==> config.mk <==
export PLATFORM = sky130hd
export DESIGN_NAME = store_unit
export DESIGN_NICKNAME = d
export VERILOG_FILES = /design/src/rtl/store_unit.sv
export SDC_FILE = /design/constraint.sdc
export NUM_CORES = 1
export LEC_CHECK = 0
export CAP_MARGIN = 20
export CORE_MARGIN = 10
export CORE_UTILIZATION = 30
export CTS_BUF_LIST = sky130_fd_sc_hd__clkbuf_16
export DETAILED_ROUTE_END_ITERATION = 10
export PLACE_DENSITY = 0.62
export SLEW_MARGIN = 30
export SYNTH_ARGS = -nofsm -noshare
export SYNTH_HDL_FRONTEND = slang
export SYNTH_SLANG_ARGS = --single-unit
export TNS_END_PERCENT = 100
==> constraint.sdc <==
create_clock -name clk -period 1.8 [get_ports clk]
set_clock_uncertainty 0.05 [all_clocks]
set_input_delay 0.18 -clock clk [delete_from_list [all_inputs] [get_ports clk]]
set_output_delay 0.18 -clock clk [all_outputs]
set_load 0.005 [all_outputs]
==> src/rtl/store_unit.sv <==
// Store unit: takes one SB/SH/SW from the MEM stage, lane-replicates the data, builds the
// byte mask and runs a word-aligned req/ack write to data memory, reporting done/error.
//
// Handshakes:
//   st_valid/st_ready : a store is taken on a rising edge where both are high
//                       (st_ready is high only in IDLE).
//   mem_req/mem_ack   : mem_req stays high with stable addr/wdata/wmask until a rising edge
//                       where mem_ack is high; mem_ack is ignored at any other time.
module store_unit #(
    parameter int TIMEOUT_CYCLES = 16,
    parameter int CNT_W          = 8
) (
    input  logic        clk,
    input  logic        rst_n,
    input  logic        st_valid,
    output logic        st_ready,
    input  logic [1:0]  st_size,
    input  logic [31:0] st_addr,
    input  logic [31:0] st_data,
    output logic        mem_req,
    output logic [31:0] mem_addr,
    output logic [31:0] mem_wdata,
    output logic [3:0]  mem_wmask,
    input  logic        mem_ack,
    output logic        st_done,
    output logic        st_err,
    output logic [1:0]  st_err_code,
    output logic [1:0]  dbg_state
);

    typedef enum logic [1:0] {
        S_IDLE = 2'd0,
        S_REQ  = 2'd1,
        S_RESP = 2'd2
    } state_t;

    localparam logic [1:0] ERR_NONE     = 2'b00;
    localparam logic [1:0] ERR_MISALIGN = 2'b01;
    localparam logic [1:0] ERR_ILLEGAL  = 2'b10;
    localparam logic [1:0] ERR_TIMEOUT  = 2'b11;

    // Counter value seen during the last allowed REQ cycle.
    localparam logic [CNT_W-1:0] TO_LAST = CNT_W'(TIMEOUT_CYCLES - 1);

    state_t           state_q, state_d;
    logic [1:0]       code_q, code_d;
    logic [CNT_W-1:0] cnt_q;
    logic             hs;
    logic             size_illegal;
    logic             misaligned;
    logic             timeout_hit;
    logic [31:0]      lane_wdata;
    logic [3:0]       lane_wmask;

    assign hs = st_valid && (state_q == S_IDLE);

    always_comb begin
        lane_wdata = 32'h0;
        lane_wmask = 4'b0000;
        case (st_size)
            2'b00: begin
                lane_wdata = {4{st_data[7:0]}};
                lane_wmask = 4'b0001 << st_addr[1:0];
            end
            2'b01: begin
                lane_wdata = {2{st_data[15:0]}};
                lane_wmask = 4'b0011 << st_addr[1:0];
            end
            2'b10: begin
                lane_wdata = st_data;
                lane_wmask = 4'b1111;
            end
            default: begin
                lane_wdata = 32'h0;
                lane_wmask = 4'b0000;
            end
        endcase
    end

    assign size_illegal = (st_size == 2'b11);
    assign misaligned   = ((st_size == 2'b01) && st_addr[0]) ||
                          ((st_size == 2'b10) && (st_addr[1:0] != 2'b00));
    assign timeout_hit  = (TIMEOUT_CYCLES != 0) && (cnt_q == TO_LAST);

    always_comb begin
        state_d = state_q;
        code_d  = code_q;
        case (state_q)
            S_IDLE: begin
                if (hs) begin
                    if (size_illegal) begin
                        state_d = S_RESP;
                        code_d  = ERR_ILLEGAL;
                    end else if (misaligned) begin
                        state_d = S_RESP;
                        code_d  = ERR_MISALIGN;
                    end else begin
                        state_d = S_REQ;
                        code_d  = ERR_NONE;
                    end
                end
            end
            S_REQ: begin
                // An ack on the timeout edge still completes the write.
                if (mem_ack) begin
                    state_d = S_RESP;
                    code_d  = ERR_NONE;
                end else if (timeout_hit) begin
                    state_d = S_RESP;
                    code_d  = ERR_TIMEOUT;
                end
            end
            S_RESP: begin
                state_d = S_IDLE;
                code_d  = ERR_NONE;
            end
            default: begin
                state_d = S_IDLE;
                code_d  = ERR_NONE;
            end
        endcase
    end

    always_ff @(posedge clk or negedge rst_n) begin
        if (!rst_n) begin
            state_q <= S_IDLE;
            code_q  <= ERR_NONE;
        end else begin
            state_q <= state_d;
            code_q  <= code_d;
        end
    end

    // Rejected stores never carry a mask, so nothing can be written for them.
    always_ff @(posedge clk or negedge rst_n) begin
        if (!rst_n) begin
            mem_addr  <= 32'h0;
            mem_wdata <= 32'h0;
            mem_wmask <= 4'b0000;
            cnt_q     <= '0;
        end else begin
            if (hs) begin
                mem_addr  <= {st_addr[31:2], 2'b00};
                mem_wdata <= lane_wdata;
                mem_wmask <= (size_illegal || misaligned) ? 4'b0000 : lane_wmask;
                cnt_q     <= '0;
            end else if (state_q == S_REQ) begin
                cnt_q <= cnt_q + CNT_W'(1);
                if (state_d != S_REQ) begin
                    mem_wmask <= 4'b0000;
                end
            end
        end
    end

    assign st_ready    = (state_q == S_IDLE);
    assign mem_req     = (state_q == S_REQ);
    assign st_done     = (state_q == S_RESP);
    assign st_err_code = code_q;
    assign st_err      = (code_q != ERR_NONE);
    assign dbg_state   = state_q;

endmodule

======== Word level (Yosys, flattened, before mapping) ========
Cells that the tools add are included.
storage, ports and cells
  input bits .............................. 70
  memories kept ........................... 0
  bits in writable memories ............... 0
  output and inout bits ................... 76
  ROM bits ................................ 0
  bits in registers ....................... 78
  word-level logic and storage cells ...... 51
  latch bits .............................. 0
operators by class
  reductions and logical operators ........ 13
  bitwise gates (word level) .............. 0
  equal/unequal tests ..................... 9
  order comparisons ....................... 0
  divide/modulo/power cells ............... 0
  shifts and indexed selects .............. 2
  mux-type cells .......................... 20
  $add $sub $neg .......................... 1
  $mul .................................... 0
operators with widths
  operator                                               number
  case mux 32 bit (3 select lines)                       1
  2-to-1 mux 2 bit                                       9
  2-to-1 mux 4 bit                                       4
  2-to-1 mux 8 bit                                       2
  case mux 4 bit (3 select lines)                        1
  adder 8 x 1 -> 8 bit, second input constant            1
  == test 8 x 4 -> 1 bit, second input constant          1
  case mux 2 bit (2 select lines)                        2
  nonzero test 2 bit                                     4
  == test 2 bit, second input constant                   3
  == test 2 x 1 -> 1 bit, second input constant          2
  zero test 2 bit                                        2
  inequality test 2 x 1 -> 1 bit, second input constant  2
  AND reduction 2 bit                                    2
  left shift 1 x 2 -> 4 bit, first input constant        1
  left shift 2 x 2 -> 4 bit, first input constant        1
  logical AND 1 bit                                      3
  inequality test 3 x 1 -> 1 bit, second input constant  1
  logical OR 1 bit                                       2
  2-to-1 mux 1 bit                                       1

======== Depth between registers and ports, before layout ========
Gate-level depths: netlist of run 1.
  depth after elaboration ................. 11
  depth in mapped cells ................... 7
  depth with buffers taken out ............ 5

======== Worst setup path before layout of run 1 ========
OpenSTA, ideal clock, no wires.
  kind .................................... register -> register
  start ................................... reg cnt_q[0]
  end ..................................... reg mem_wmask[2]
  path buffers ............................ 0
  clock period less this slack ............ 1.449 ns
  data arrival time ....................... 1.278 ns
  library setup time ...................... 0.121 ns
  cell stages (with the launch flop) ...... 6
  slack ................................... 0.351 ns
  data required time ...................... 1.629 ns
  path through ............................ dfrtp_1 > ha_1 > nand4b_2 > nor4_4 > o21bai_2 > a22o_1
between the ends
  longest elaborated chain between the ends .. 7
RTL lines
  element                               line  RTL
  start: declaration                    47    logic [CNT_W-1:0] cnt_q;
  start signal: assignment              148   cnt_q <= cnt_q + CNT_W'(1);
  == test 8 x 4 -> 1 bit                83    assign timeout_hit = (TIMEOUT_CYCLES != 0) && (cnt_q == TO_LAST);
  2-to-1 mux 2 bit                      108   end else if (timeout_hit) begin
  2-to-1 mux 2 bit                      105   if (mem_ack) begin
  case mux 2 bit (2 select lines)       88    case (state_q)
  inequality test 2 x 1 -> 1 bit        149   if (state_d != S_REQ) begin
  nonzero test 2 bit (no source line)   --
  AND reduction 2 bit (no source line)  --
  end signal: assignment                145   mem_wmask <= (size_illegal || misaligned) ? 4'b0000 : lane_wmask;
  end: declaration                      23    output logic [3:0] mem_wmask,
Every way passes these cells.
A chain may end at the register's enable or synchronous reset.

======== Worst setup path after layout of run 1 ========
  start ................................... reg code_q[1] (netlist: st_err_code[1])
  end ..................................... out st_err
between the ends
  longest elaborated chain between the ends .. 1
RTL lines
  element                   line  RTL
  start: declaration        46    logic [1:0] code_q, code_d;
  start signal: assignment  130   code_q <= code_d;
  nonzero test 2 bit        160   assign st_err = (code_q != ERR_NONE);
  end: declaration          26    output logic st_err,
Every way passes these cells.

==> results of run 1 <==
-- what timing repair did --
action,in CTS,in global routing
setup buffers,2,0
gates resized for setup,3,2
setup endpoints to repair,3,2
hold buffers,1,0
hold endpoints to repair,36,0
-- per-layer routing --
metal / track usage / vias to the layer above / part of all wire
li1: - / 1606 / -
met2: 0.2265 / 124 / 0.48
met4: 0.05820 / 0 / 0.017
met1: 0.1510 / 1544 / 0.38
met3: 0.07341 / 12 / 0.12
met5: 0 / - / 0
-- layout by cell type (no fill, tap or decap), drive strengths merged, types with 9 or more instances in the layout --
cell type and count:
nor2 13, clkdlybuf4s50 139, nand2 137, dfrtp 78, nand3 11, buf 19, o21ai 24, a2bb2oi 16
clkbuf 9, a21oi 34, nor2b 11
-- flip-flops by register name, indices dropped and copies added, names as in the netlist --
register	flops
cnt_q	8
dbg_state	2
mem_addr	30
mem_wdata	32
mem_wmask	4
st_err_code	2
-- logic make-up after synthesis --
kind of cell               after synthesis
and+or+nand+nor                        191
AOI/OAI and AO/OA                       87
DFF                                     78
buffers and inverters                   30
muxes                                    5
adders and majority gates                1
other                                    1
xor gates and xnor gates                 1
-- how the worst min path moves through the flow --
stage                      startpoint           end  cells after the start
after CTS                       rst_n  mem_addr[28]                      2
final                           rst_n  mem_addr[31]                      2
after detailed placement        rst_n  mem_addr[28]                      1
after global placement          rst_n  mem_addr[28]                      1
after global routing      st_addr[26]  mem_addr[26]                      3
after floorplan                 rst_n      cnt_q[0]                      0
-- report_power, final --
part	switching, mW	leakage [nW]	internal [mW]
Clock	0.676	0.140	1.05
Combinational	1.01	1.42	1.44
Sequential	0.317	0.981	2.29
Total	2.01	2.54	4.79
-- per-stage QoR --
stage / utilization / hold WS [ps] / instances / total power, mW
finish: 0.4787 / 318.6 / 688 / 6.793
detailed placement: 0.4518 / 133.8 / 670 / 5.140
CTS: 0.4783 / 313.1 / 688 / 6.936
global route: 0.4787 / 330.3 / 688 / 7.286
global placement: 0.4518 / 130.5 / 670 / 5.097
floorplan: - / -165.6 / 395 / 3.501
-- worst max-delay path, cell delays in order (launching register included) --
cell	delay, ps
dfrtp_1	410
or2_2	300
clkdlybuf4s50_1	460
-- layout make-up --
cell class	count	area share
sequential	78	0.3530
timing repair buffer	162	0.2940
multi-input combinational	287	0.2680
clock buffer	9	0.04068
tap	143	0.03232
clock inverter	6	0.009944
inverter	3	0.002034
==> results_dict.tcl, run 1 <==
set metrics [dict create \
    synth_xor_area_frac 0.002431 \
    drt_iter0_drc 142 \
    vdd_drop_max_v 0.0004968 \
    cts-root-buf "clkbuf_16" \
    p_leak_nw 2.541 \
    ys.flop_type "dfrtp_1" \
    dieHeight_um 129.6 \
    final_area_mm2 0.005537 \
    ioPinCount 146 \
    initial_core_util 0.3115 \
    core_mm2 0.01156 \
    clkSlewWorstSetupHoldPaths_ps 60 \
    multiInputGateArea_mm2 0.001484 \
    yosysMostFrequentCell "nand2_1" \
    netlist.area_leader.share 0.5419 \
    worstReg2RegStart "cnt_q[0]" \
    endpoint "st_err" \
    hpwl_um 9011 \
    vias 3286 \
    overflow 0 \
    yosysTopAreaCell "dfrtp_1" \
    rr_worst_depth 5 \
    synth_top_family_by_area "simple AND/OR/NAND/NOR gates" \
    synth-async-reset-ratio 1.000 \
    grt_max_degree 43 \
    routedWlPerCell_um 16.93 \
    synth_cell_types 43 \
    cp.arrival_ps 1480 \
    drc 0 \
    antenna_cells 0 \
    synth-simple-area-share 0.2369 \
    r2r-end "mem_wmask[2]" \
    worst-r2r-setup-slack_ps 180 \
    crit_path_start_kind "flop" \
    cts.path.max_buffers 2 \
    synthCells 394 \
    grt_usage 0.1398 \
    rows 39 \
    final_nets 612 \
    synth_edf_count 0 \
    avgSynthCellArea_um2 9.143 \
    fmax_mhz 583.8 \
    drv_slew 0 \
    netlist_top_cells_count "nand2_1, dfrtp_1, a21oi_1, a2bb2oi_1, o21ai_1" \
    synth_area_leaders "dfrtp_1, nand2_1, a21oi_1" \
    hold_viol 0 \
    seq_area_mm2 0.001954 \
    syn_to_final_growth_pct 53.70 \
    antenna_found_initial 0 \
    ys_ff_latch 78 \
    gp_congestion 0.7816 \
    yosysWarnings 0 \
    worst_slew_margin_rel 0.6603 \
    cts.sinks 78 \
    viasPerCell 4.776 \
    min_path_type "in2async" \
    fp.dieArea_mm2 0.01679 \
    firstDrtPassIters 4 \
    status "finished clean" \
    min_period_ps 1713 \
    drt-total-wl_um 11650 \
    worstPathMaxFanout 4 \
    cp.required_ps 1570 \
    place_area_mm2 0.005225 \
    htreeDepth 3 \
    cts_inserted_buffers 9 \
    die_w_um 129.6 \
    synth_compound_area_frac 0.1525 \
    crit_start "st_err_code[1]" \
    grt_pass1_wl_um 18500 \
    worst_pin_slew_ps 509.6 \
    muxShareOfSynthArea 0.01424 \
    syn_area_mm2 0.003602 \
    setup_tns_ps 0 \
    postRouteAntennaNets 0 \
    dp_worst_setup_slack_ps 39.19 \
    rsz0062_at_grt "false" \
    cp-end-kind "output pin" \
    crit_type "reg2out" \
    min_period_over_period 0.9517 \
    setup_ws_ps 87.01 \
    drive_gt1_frac 0.08624 \
    setup_viol 0 \
    yosys.area_share.adder 0.003473 \
    fill_cells 1124 \
    clkLatencyLatePin_ps 330 \
    ys_seq_area_frac 0.5419 \
    port_buffers 143 \
    power_density_mw_per_mm2 1227 \
    tritoncts "yes" \
    drv_cap 0 \
    grt_pass1_vias 3501 \
]
Power figures use the tool's default switching activity.
==> inputs of run 2 (changes only) <==
--- a/config.mk
+++ b/config.mk
@@ -10,6 +10,7 @@
 export CORE_UTILIZATION = 30
 export CTS_BUF_LIST = sky130_fd_sc_hd__clkbuf_16
 export DETAILED_ROUTE_END_ITERATION = 10
+export GPL_ROUTABILITY_DRIVEN = 0
 export PLACE_DENSITY = 0.62
 export SLEW_MARGIN = 30
 export SYNTH_ARGS = -nofsm -noshare
==> results of run 2 <==
Final layout, timing and power as in run 1 (identical DEF).
